<file path="src/rtl/carry_resolver_pkg.sv">
// carry_resolver_pkg: FSM state encoding and default datapath width for carry_resolver.
package carry_resolver_pkg;
    localparam int DEF_WIDTH = 8;
    typedef enum logic [1:0] {
        IDLE    = 2'd0,
        RESOLVE = 2'd1,
        DONE    = 2'd2
    } state_t;
endpackage

</file>
<file path="src/rtl/carry_resolver.sv">
// carry_resolver: folds a half-adder carry vector into its sum vector until no carry remains.
// Optional RESOLVER_ITER_CNT_EN exposes the per-result fold count on iter_cnt.
module carry_resolver
    import carry_resolver_pkg::*;
#(
    parameter int WIDTH = DEF_WIDTH,
    parameter int CNT_W = $clog2(WIDTH + 1)
) (
    input  logic             clk,
    input  logic             rst_n,
    input  logic             in_valid,
    output logic             in_ready,
    input  logic [WIDTH-1:0] in_d,
    input  logic [WIDTH-1:0] in_c,
    output logic             out_valid,
    input  logic             out_ready,
    output logic [WIDTH-1:0] out_sum,
    output logic             out_cout
`ifdef RESOLVER_ITER_CNT_EN
   ,output logic [CNT_W-1:0] iter_cnt
`endif
);
    state_t           state;
    logic [WIDTH-1:0] s;
    logic [WIDTH-1:0] c;
    logic             cout;
    logic [WIDTH-1:0] c_sh;

    // The shift drops c's MSB; it is captured into cout in the same update.
    assign c_sh = c << 1;

`ifdef RESOLVER_ITER_CNT_EN
    logic [CNT_W-1:0] cnt;
    assign iter_cnt = cnt;

    always_ff @(posedge clk or negedge rst_n) begin
        if (!rst_n)
            cnt <= '0;
        else if (state == IDLE && in_valid)
            cnt <= '0;
        else if (state == RESOLVE && c != '0)
            cnt <= cnt + 1'b1;
    end
`endif

    always_ff @(posedge clk or negedge rst_n) begin
        if (!rst_n) begin
            state     <= IDLE;
            in_ready  <= 1'b1;
            out_valid <= 1'b0;
            out_sum   <= '0;
            out_cout  <= 1'b0;
            s         <= '0;
            c         <= '0;
            cout      <= 1'b0;
        end else begin
            case (state)
                IDLE: if (in_valid) begin
                    s        <= in_d;
                    c        <= in_c;
                    cout     <= 1'b0;
                    in_ready <= 1'b0;
                    state    <= RESOLVE;
                end
                RESOLVE: if (c == '0) begin
                    out_sum   <= s;
                    out_cout  <= cout;
                    out_valid <= 1'b1;
                    state     <= DONE;
                end else begin
                    cout <= cout | c[WIDTH-1];
                    s    <= s ^ c_sh;
                    c    <= s & c_sh;
                end
                DONE: if (out_ready) begin
                    out_valid <= 1'b0;
                    in_ready  <= 1'b1;
                    state     <= IDLE;
                end
                default: state <= IDLE;
            endcase
        end
    end
endmodule

</file>
<file path="config.mk">
export PLATFORM = sky130hd
export DESIGN_NAME = carry_resolver
export DESIGN_NICKNAME = d
export VERILOG_FILES = /design/src/rtl/carry_resolver_pkg.sv /design/src/rtl/carry_resolver.sv
export SDC_FILE = /design/constraint.sdc
export NUM_CORES = 1
export LEC_CHECK = 0
export ABC_AREA = 1
export BUFFER_PORTS_ARGS = -buffer_cell sky130_fd_sc_hd__buf_2
export CORE_MARGIN = 2
export CORE_UTILIZATION = 53
export DETAILED_ROUTE_END_ITERATION = 6
export PLACE_DENSITY = 0.85
export SYNTH_ARGS = -nofsm -noshare
export SYNTH_HDL_FRONTEND = slang
export SYNTH_SLANG_ARGS = --single-unit
</file>
<file path="constraint.sdc">
create_clock -name clk -period 1.9 [get_ports clk]
set_clock_uncertainty 0.05 [all_clocks]
set_input_delay 0.19 -clock clk [delete_from_list [all_inputs] [get_ports clk]]
set_output_delay 0.19 -clock clk [all_outputs]
set_load 0.1 [all_outputs]
</file>
Yosys cells after proc, flatten, opt, wreduce, memory -nomap -nowiden --
Index checks and enable logic that the tools add are counted. Widths: inputs -> output; s select.
Storage, ports and cells: register bits 30, output and inout bits 11, word-level logic and storage cells 45
Cells by class: equal/unequal tests 6, mux-type cells 18, bitwise gates (word level) 3, reduce and logical (&&, ||, !) cells 10
Operator list (count):
- $mux 8 | 4
- $pmux 8 s2 | 2
- $reduce_and 3->1 | 4
- $and 8x8->8 | 1
- $logic_not 8->1 | 1
- $ne 2x2->1 const B | 4
- $xor 8x8->8 | 1
- $mux 2 | 3
- $pmux 1 s2 | 3
- $pmux 2 s3 | 1
- $reduce_bool 2->1 | 3
- $mux 1 | 5
- $eq 2x1->1 const B | 1
- $eq 2x2->1 const B | 1
- $logic_not 2->1 | 1
- $reduce_and 2->1 | 1
- $or 1x1->1 | 1

Logic depth before layout (Yosys ltp) --
Gate-level depths: netlist (run 1).
depth after elaboration 3, depth in mapped cells 8

Worst setup path before layout (run 1) --
No wires, ideal clock.
path type reg-to-reg, start point register c[5], end point register cout, library setup time 116 ps, data arrival time 1159 ps, required time 1734 ps, slack 575 ps, cell stages (with the launch flop) 8, cell sequence dfrtp_1 > nor2_1 > nand2_2 > o21ai_4 > nand2_4 > buf_6 > nand2_1 > nand2_1
On the way: cells in the longest elaborated chain, start to end 3
Ends and longest elaborated chain:
- start, declared | line carry_resolver.sv:25 | logic [WIDTH-1:0] c;
- start signal, assigned | line carry_resolver.sv:60 | c <= in_c;
- start signal, assigned | line carry_resolver.sv:73 | c <= s & c_sh;
- $logic_not 8->1 | line carry_resolver.sv:65 | RESOLVE: if (c == '0) begin
- $ne 2x2->1 (no line)
- $reduce_and 3->1 (no line)
- end signal, assigned | line carry_resolver.sv:71 | cout <= cout | c[WIDTH-1];
- end, declared | line carry_resolver.sv:26 | logic cout;
No other way between the ends. A chain may end at the register's enable or synchronous reset.

Worst setup path in the final report (run 1) --
start point register state[0], end point register c[5]
On the way: cells in the longest elaborated chain, start to end 3, elaborated cells between the ends (all ways) 7
Ends and longest elaborated chain:
- start, declared | line carry_resolver.sv:23 | state_t state;
- start signal, assigned | line carry_resolver.sv:48 | state <= IDLE;
- start signal, assigned | line carry_resolver.sv:63 | state <= RESOLVE;
- start signal, assigned | line carry_resolver.sv:69 | state <= DONE;
- $eq 2x1->1 / $logic_not 2->1 (equally long branches) | line carry_resolver.sv:57 | case (state)
- $ne 2x2->1 (no line) / $reduce_bool 2->1 (equally long branches)
- $reduce_and 3->1 (no line)
Several ways; a longest one is shown, not always the timed one.

==> results.md, run 1 <==
* Port Buffers at 30
* Final net count at 253
* Sequential share of the synthesized area at 50.2%
* Multi-input combinational cell area at 688 µm²
* RSZ-0062 raised after global routing: no
* Detail Route Antenna Nets at 0
* TritonCTS clock tree: built
* Io pins at 31
* Num CTS Buffers at 5
* Post-route DRC at 0
* GPL Wtd Cong at 0.840
* Register area at 752 µm²
* PostCTS Resize Cnt at 0
* Worst setup endpoint: c[5]$_DFFE_PN0P_
* FF-to-FF path depth at 5
* Synth-to-layout area growth at 18.6%
* Filler cells at 243
* Post-Synthesis Cells at 190
* Die Ht at 57.2 µm
* Reg2Reg Setup Slack at 0.31 ns
* Diode count at 0
* Sink Count at 30
* Max_slew headroom at 51.9%
* WP data required at 2.12 ns
* All-layer global routing usage at 20.8%
* Slowest cell on the critical path: dfrtp_1
* CTS max path bufs at 2
* Startpoint types: flop
* Final worst path period share at 83.5%
* Initial core utilization at 55.3%
* DIE WIDTH at 57.2 µm
* Synth area leaders: dfrtp_1, nand2_1, nand3_1
* Max-Cap Viols at 0
* RR Endpoint: c[5]$_DFFE_PN0P_
* Core Area at 0.00271 mm²
* Layout cells sized above 1 at 21.6%
* H-Tree Depth at 2
* Total routed wirelength at 3000 µm
* Final Hold Vio Count at 0
* Vias per cell at 5.12
* Dpl hpwl at 2090 µm
* R2R Path Start: state[0]$_DFFE_PN0P_
* Post-CTS setup buffer count at 0
* Mean routed wirelength per cell at 11.6 µm
* First-pass GRT wire length at 5150 µm
* # rows at 19
* Setup_tns at 0 ns
* First-pass detailed-route iteration total at 4
* CP endpoint kind: flop
* Fin crit period at 1.59 ns
* Worst EP arrival at 1.81 ns
* Syn_nets at 217
* Hold crit path type: in2reg
* Max-slew violations at 0
* Root Buffer: clkbuf_4
* Fmax at 0.630 GHz
* Worst path max stage delay at 0.42 ns
* Syn_area_per_cell at 7.89 µm²
* CP Cell Sequence: nor2_1 > nand2_1 > nand2_4 > nand2_1 > nand2_1
* Crit Path Max Fanout at 20
* Largest net degree at the start of global routing at 31
* Initial detailed-routing violation count at 41
* Clk_lat worst skew at 0.34 ns
* Most common cell on crit path: nand2_1
* Synth Register Bits at 30
* Synth warnings at 0
* Die area at 0.00327 mm²
* Synth cell types at 18
* Status: finished, final reports clean
* Worst-Margin Slew at 0.720 ns
* Critical path depth at 5
* Clock transition at path regs at 0.10 ns
* Initial antenna violation count at 0
* Worst path bufs/invs at 0
* Synthesized area at 0.00150 mm²
* Most frequent cells in the layout: nand2_1, buf_2, dfrtp_1
* Grt ovf at 0
* Worst setup path start: state[0]$_DFFE_PN0P_
* Vias at 1322
* # setup viols final at 0
* Most common cell after layout, fill and taps aside: nand2_1
* Top cell type's share of synthesized area at 48.4%
* Crit Path Class: reg2reg
* Vias in the first global route at 1215
* Yosys top cell by area: dfrtp_1
* Delay-heaviest family, CP: simple AND/OR/NAND/NOR gates
[layout make-up]
cell class / instances / share of cell area [%]
clock buffers: 5 / 2.11
clock inverters: 3 / 2.25
inverters: 3 / 0.633
multi-input cells: 149 / 38.7
flip-flops and latches: 30 / 42.3
well taps: 31 / 2.18
repair buffers: 37 / 11.8
[worst min path at each step]
stage / cells after the start / startpoint / slack (ns) / end
after floorplan: 0 / rst_n / -0.16 / c[0]$_DFFE_PN0P_
after global placement: 1 / rst_n / 0.20 / s[5]$_DFFE_PN0P_
after detailed placement: 1 / rst_n / 0.20 / s[5]$_DFFE_PN0P_
after CTS: 3 / in_c[0] / 0.007 / c[0]$_DFFE_PN0P_
after global routing: 3 / in_c[0] / 0.01 / c[0]$_DFFE_PN0P_
final: 3 / in_c[0] / 0.01 / c[0]$_DFFE_PN0P_
[metal layers]
layer  wire length (µm)  global-route usage, %  share of wire, %
met1               1340                   24.8                45
met2               1410                   33.7                47
met3                176                   6.58               5.9
met4                 80                   11.0               2.7
met5                  0                      0                 0
[cells in the mapped netlist]
library cell	number
buf_2	5
buf_4	1
buf_6	1
clkbuf_1	1
dfrtp_1	29
dfstp_2	1
ha_1	7
inv_1	2
inv_2	1
nand2_1	104
nand2_2	1
nand2_4	1
nand3_1	25
nor2_1	7
nor2_2	1
nor2_4	1
o21ai_4	1
o31ai_1	1
[metrics by stage]
| step | setup WS (ns) | hold slack, ns | cells | utilization (%) | area (µm²) |
|---|---|---|---|---|---|
| 6_report | 0.313 | 0.0107 | 258 | 65.6 | 1780 |
| 5_1_grt | 0.160 | 0.0139 | 258 | 65.6 | 1780 |
| 4_1_cts | 0.322 | 0.00732 | 258 | 65.6 | 1780 |
| 3_5_place_dp | 0.330 | 0.200 | 247 | 61.6 | 1670 |
| 3_3_place_gp | 0.361 | 0.200 | 247 | 61.6 | 1670 |
| 2_1_floorplan | 0.575 | -0.156 | 190 | - | 1500 |
[timing repair]
item,4_1_cts,5_1_grt
hold buffers,3,0
endpoints found under the hold margin,31,0
setup endpoints to repair,0,0
[sequential cells by signal, indices dropped and copies added, names as in the netlist]
| signal | cells |
|---|---|
| out_cout | 1 |
| state | 2 |
| c | 8 |
| out_sum | 8 |
| s | 8 |
| in_ready | 1 |
| cout | 1 |
| out_valid | 1 |
[worst register-to-register path: cells and delay by family, from the launching register on]
family | cells | cell delay [ns]
flip-flops | 1 | 0.42
AND/OR/NAND/NOR | 5 | 1.05
[cells by family after synthesis]
logic type	share of synthesized area (%)
and+or+nand+nor	38.5
DFF	50.2
buffers and inverters	3.92
adders and majority gates	5.84
AOI/OAI and AO/OA	1.59
Power of run 1 is left out: the tool's default activity adds up to more than one toggle a clock period on the data nets, which glitch-free logic cannot reach.
==> run 2, diff against run 1 <==
--- a/config.mk
+++ b/config.mk
@@ -5,12 +5,12 @@
 export SDC_FILE = /design/constraint.sdc
 export NUM_CORES = 1
 export LEC_CHECK = 0
-export ABC_AREA = 1
+export ABC_AREA = 0
 export BUFFER_PORTS_ARGS = -buffer_cell sky130_fd_sc_hd__buf_2
 export CORE_MARGIN = 2
-export CORE_UTILIZATION = 53
+export CORE_UTILIZATION = 54
 export DETAILED_ROUTE_END_ITERATION = 6
-export PLACE_DENSITY = 0.85
+export PLACE_DENSITY = 0.86
 export SYNTH_ARGS = -nofsm -noshare
 export SYNTH_HDL_FRONTEND = slang
 export SYNTH_SLANG_ARGS = --single-unit
==> constraint.sdc (replaced) <==
create_clock -name clk -period 1.5 [get_ports clk]
set_clock_uncertainty 0.05 [all_clocks]
set_input_delay 0.15 -clock clk [delete_from_list [all_inputs] [get_ports clk]]
set_output_delay 0.15 -clock clk [all_outputs]
set_load 0.1 [all_outputs]
==> run 2 against run 1 <==
Hold slack better by 0.024 ns. Fmax is 4.4% lower. Flip-flop and latch count unchanged. Wire length increased by 42%. Via count up 4.9%. Utilization rose by 11 points. The run now ends with setup timing left. Worst setup slack worse by 0.47 ns. Critical path depth fell by 1. Critical path type unchanged. Cell area rose by 18%. Register-to-register slack got worse by 0.47 ns.
==> results.md, run 2 <==
* Status: finished with violations
* Failing checks: setup timing
* Initial detailed-routing violation count at 59
* Top cell type's share of synthesized area at 46.7%
* Final net count at 222
* Io pins at 31
* Post-Layout Cell Count at 226
* Synth cell count leaders: nor2_1, dfrtp_1, a2111oi_0
* Final Hold Vio Count at 0
* Crit Path Max Fanout at 3
* First-pass detailed-route iteration total at 4
* Setup ws final at -0.160 ns
* Synth cell types at 26
* Clk_lat worst skew at 0.34 ns
* Vias per cell at 6.14
* Yosys top cell by area: dfrtp_1
* All-layer global routing usage at 29.0%
* CTS max path bufs at 2
* Total routed wirelength at 4270 µm
* Synth warnings at 0
* TritonCTS clock tree: built
* Inst Count DP at 207
* Global route hottest layer: met2
* Max-Cap Viols at 0
* Port Buffers at 30
* First-pass GRT wire length at 7130 µm
* Syn_area_per_cell at 11.3 µm²
* Fin crit period at 1.66 ns
* Initial core utilization at 56.8%
* R2R Path Start: c[6]$_DFFE_PN0P_
* Detail Route Antenna Nets at 0
* Worst EP arrival at 1.83 ns
* Vias at 1387
* H-Tree Depth at 2
* Fmax at 0.602 GHz
* Dpl hpwl at 2340 µm
* Die Ht at 57.6 µm
* Max_slew headroom at 54.7%
* Crit Path Class: reg2reg
* RSZ-0062 raised after global routing: yes
* Cell with the most instances after synthesis: nor2_1
* Grt ovf at 0
* Most frequent cells in the layout: nor2_1, dfrtp_1, buf_2
* Sequential share of the synthesized area at 48.4%
* Clock transition at path regs at 0.10 ns
* Synth area leaders: dfrtp_1, a2111oi_0, mux2_4
* DIE WIDTH at 57.6 µm
* Met2 Usage GRT at 44.3%
* # rows at 19
* Worst-Margin Slew at 0.680 ns
* Initial antenna violation count at 0
* Hold crit path type: in2reg
* GPL Wtd Cong at 0.805
* Layout cells sized above 1 at 47.2%
* Top FF cell, synth: dfrtp_1
* WP data required at 1.67 ns
* Max-slew violations at 0
* Post-synth EDFFs at 0
* Diode count at 0
* GRT met1 Usage at 39.1%
* Synth-to-layout area growth at 35.2%
* Startpoint types: flop
* Worst setup path start: c[6]$_DFFE_PN0P_
* Vias in the first global route at 1433
* Hold_sp: in_d[2]
* Synthesized area at 0.00155 mm²
* Syn_nets at 165
* Grt met3 use at 6.47%
* # setup viols final at 24
* CP endpoint kind: flop
* Sink Count at 30
* Synth Register Bits at 30
* Core Area at 0.00273 mm²
* Async S/R FF share, synth at 100%
* Top flop regs: c: 8 flops, out_sum: 8 flops, s: 8 flops
* Num CTS Buffers at 5
* Final worst path period share at 111%
* Post-Synthesis Cells at 138
* Largest net degree at the start of global routing at 31
* Post-route DRC at 0
* Most common cell after layout, fill and taps aside: nor2_1
* Root Buffer: clkbuf_4
* Mean routed wirelength per cell at 18.9 µm
* Die area at 0.00332 mm²
## run 2: cell types whose count changed after synthesis, sizes merged, moves of 9 or more
cell     delta
nand2     -100
nand3      -24
nor2       +21
a2111oi    +14
a211oi     +14
mux2        +9
## run 2: area by class of cell
class                           instances  area, µm²
Sequential cell                        30        752
Multi-Input combinational cell         97        822
Clock buffer                            5       37.5
Tap cell                               31       38.8
Clock inverter                          2       10.0
Fill cell                             152        633
Inverter                                2       7.51
Timing Repair Buffer                   59        433
## run 2: cell families (layout without fill, tap and decap cells)
kind of cell / count (synthesis) / in the layout / share of synthesized area [%]
muxes: 9 / 9 / 8.45
buffers and inverters: 12 / 68 / 4.27
AOI/OAI and AO/OA: 36 / 37 / 18.2
DFF: 30 / 30 / 48.4
and+or+nand+nor: 44 / 44 / 15.1
adders and majority gates: 7 / 7 / 5.64
## run 2: final timing paths
kind | slack (ns) | to | depth (start not counted)
hold / removal | 0.03 | s[2]$_DFFE_PN0P_ | 3
min in group asynchronous | 0.33 | out_sum[0]$_DFFE_PN0P_ | 2
max in group asynchronous | 0.62 | out_sum[1]$_DFFE_PN0P_ | 2
hold reg to reg | 0.46 | s[0]$_DFFE_PN0P_ | 2
setup reg to reg | -0.16 | out_sum[5]$_DFFE_PN0P_ | 4
setup / recovery | -0.16 | out_sum[5]$_DFFE_PN0P_ | 4
## run 2: routing by layer
metal,vias up,share of wire (%)
li1,629,-
met3,16,6.5
met4,0,3.4
met5,-,0
met2,75,47
met1,667,43
## run 2: what timing repair did
item | CTS | global route
cloned | 1 | 0
pin swaps | 15 | 1
hold buffers | 4 | 0
setup buffers | 6 | 1
endpoints found under the setup margin | 25 | 24
resized for setup | 26 | 0
hold endpoints to repair | 32 | 0
## run 2: worst max-delay path, cell delays in order, from the launching register on
cell     delay (ns)
dfrtp_1        0.43
nor4_4         0.37
nand3_2        0.21
buf_4          0.21
mux2_4         0.29
## run 2: through the flow
step | hold slack (ns) | cell area [µm²] | util [%] | TNS [ns] | worst slack, ns
2_1_floorplan | -0.196 | 1550 | - | -0.340 | -0.0425
5_1_grt | 0.0106 | 2100 | 76.8 | -4.25 | -0.211
4_1_cts | 0.0189 | 2090 | 76.6 | -1.77 | -0.128
3_5_place_dp | 0.169 | 1840 | 67.5 | -2.55 | -0.120
3_3_place_gp | 0.150 | 1840 | 67.5 | -1.34 | -0.0680
6_report | 0.0346 | 2100 | 76.8 | -2.74 | -0.160
Power of run 2 is left out for the same reason.
==> run 3, diff against run 2 <==
--- a/config.mk
+++ b/config.mk
@@ -10,6 +10,7 @@
 export CORE_MARGIN = 2
 export CORE_UTILIZATION = 54
 export DETAILED_ROUTE_END_ITERATION = 6
+export GPL_TIMING_DRIVEN = 0
 export PLACE_DENSITY = 0.86
 export SYNTH_ARGS = -nofsm -noshare
 export SYNTH_HDL_FRONTEND = slang
==> run 3 against run 2 <==
Register-to-register slack hardly changed. Utilization up 6.9 points. The flow still finishes with violations (setup timing). Highest routed layer unchanged. Flip-flop and latch count stayed put. Sequential share of layout area fell by 2.9 points. Critical path depth up 2. Critical path type unchanged. First-iteration DRC count rose by 44%.
==> results.md, run 3 (synthesis results as in run 2) <==
* DIE WIDTH at 57.6 µm
* Post-route DRC at 0
* Startpoint types: flop
* Mean routed wirelength per cell at 22.1 µm
* Grt ovf at 0
* Port Buffers at 30
* Dpl hpwl at 2320 µm
* Fin crit period at 1.66 ns
* RSZ-0062 raised after global routing: yes
* Largest net degree at the start of global routing at 31
* Status: finished with violations
* First-pass GRT wire length at 7460 µm
* # rows at 19
* Max-Cap Viols at 0
* Vias per cell at 6.42
* Io pins at 31
* Post-Layout Cell Count at 231
* Failing checks: setup timing
* Most frequent cells in the layout: nor2_1, buf_2, dfrtp_1
* Setup_tns at -3.06 ns
* Top flop regs: c: 8 flops, out_sum: 8 flops, s: 8 flops
* Final net count at 226
* Vias in the first global route at 1426
* H-Tree Depth at 2
* GPL Wtd Cong at 0.945
* Total routed wirelength at 5100 µm
* Worst-Margin Slew at 0.673 ns
* # setup viols final at 24
* Finished layout cell area at 0.00229 mm²
* Final Hold Vio Count at 0
* Max_slew headroom at 55.1%
* Hold crit path type: in2reg
* Initial detailed-routing violation count at 85
* Die Ht at 57.6 µm
* CP endpoint kind: flop
* Max-slew violations at 0
* Detail Route Antenna Nets at 0
* Worst path max stage delay at 0.43 ns
* Crit Path Max Fanout at 5
* Clock transition at path regs at 0.10 ns
* Filler cells at 123
* Root Buffer: clkbuf_4
* Layout cells sized above 1 at 57.0%
* WP data required at 1.71 ns
* Vias at 1484
* Worst path bufs/invs at 3
* Most common cell after layout, fill and taps aside: nor2_1
* Delay-heaviest family, CP: compound AO/OA/AOI/OAI gates
* First-pass detailed-route iteration total at 4
* Core Area at 0.00273 mm²
* CP Cell Sequence: nor4_4 > buf_4 > buf_6 > a211o_4 > buf_6 > a211oi_4
* Initial antenna violation count at 0
* Setup ws final at -0.157 ns
* Diode count at 0
* Final worst path period share at 110%
* All-layer global routing usage at 30.6%
* Fmax at 0.604 GHz
* TritonCTS clock tree: built
* Worst EP arrival at 1.87 ns
* Crit Path Class: reg2reg
* Sink Count at 30
* Most common cell on crit path: buf_6
* Clk_lat worst skew at 0.35 ns
* Synth-to-layout area growth at 47.3%
* Initial core utilization at 56.8%
* Instance area after placement at 0.00174 mm²
* Multi-input combinational cell area at 918 µm²
* Slowest cell on the critical path: dfrtp_1
* Die area at 0.00332 mm²
* Inst Count DP at 199
* Num CTS Buffers at 5
* Register area at 753 µm²
* CTS max path bufs at 2
==> run 3: cell count changes in the layout (fill, tap and decap cells not counted), sizes merged <==
cell	delta
clkbuf	+5
buf	+3
clkinv	-2
a211o	-1
==> run 3: stage by stage <==
step	util, %	setup WS, ns	hold WS (ns)
final	83.8	-0.157	0.0436
after global routing	83.8	-0.208	0.0252
after CTS	80.2	-0.0979	0.0315
after detailed placement	63.8	-0.185	0.158
after global placement	63.8	-0.143	0.146
after floorplan	-	-0.0425	-0.196
==> run 3: final timing paths <==
| kind | cells past startpoint | slack, ns | start | to |
|---|---|---|---|---|
| setup / recovery | 6 | -0.16 | c[7]$_DFFE_PN0P_ | c[7]$_DFFE_PN0P_ |
| hold / removal | 3 | 0.04 | in_c[3] | c[3]$_DFFE_PN0P_ |
| setup reg to reg | 6 | -0.16 | c[7]$_DFFE_PN0P_ | c[7]$_DFFE_PN0P_ |
| hold reg to reg | 2 | 0.46 | s[0]$_DFFE_PN0P_ | s[0]$_DFFE_PN0P_ |
| max in group asynchronous | 2 | 0.60 | rst_n | state[0]$_DFFE_PN0P_ |
| min in group asynchronous | 2 | 0.32 | rst_n | out_sum[0]$_DFFE_PN0P_ |
==> run 3: tightest hold or removal path, delay by kind of cell <==
kind / cells / cell delay [ns]
AO/OA/AOI/OAI: 1 / 0.05
AND/OR/NAND/NOR: 1 / 0.11
buffers and inverters: 1 / 0.10
==> run 3: area by class of cell <==
| type | instances | area share (%) |
|---|---|---|
| well taps | 31 | 1.69 |
| inverters | 2 | 0.328 |
| multi-input cells | 96 | 40.1 |
| plain buffers | 9 | 3.83 |
| flip-flops and latches | 30 | 32.9 |
| clock buffers | 8 | 3.44 |
| repair buffers | 55 | 17.7 |
==> run 3: routing by layer <==
layer | global-route usage, % | vias up | share of wire [%]
li1 | - | 635 | -
met1 | 40.1 | 739 | 40
met2 | 47.2 | 90 | 49
met3 | 10.3 | 20 | 8.0
met4 | 12.0 | 0 | 3.6
met5 | 0 | - | 0
==> run 3: timing repair <==
action	in CTS	in global routing
buffers inserted	18	1
resized for setup	44	23
hold endpoints to repair	32	0
setup endpoints to repair	23	27
hold buffers	4	0
pin swaps	8	5
cloned	2	0
Power of run 3 is left out for the same reason.
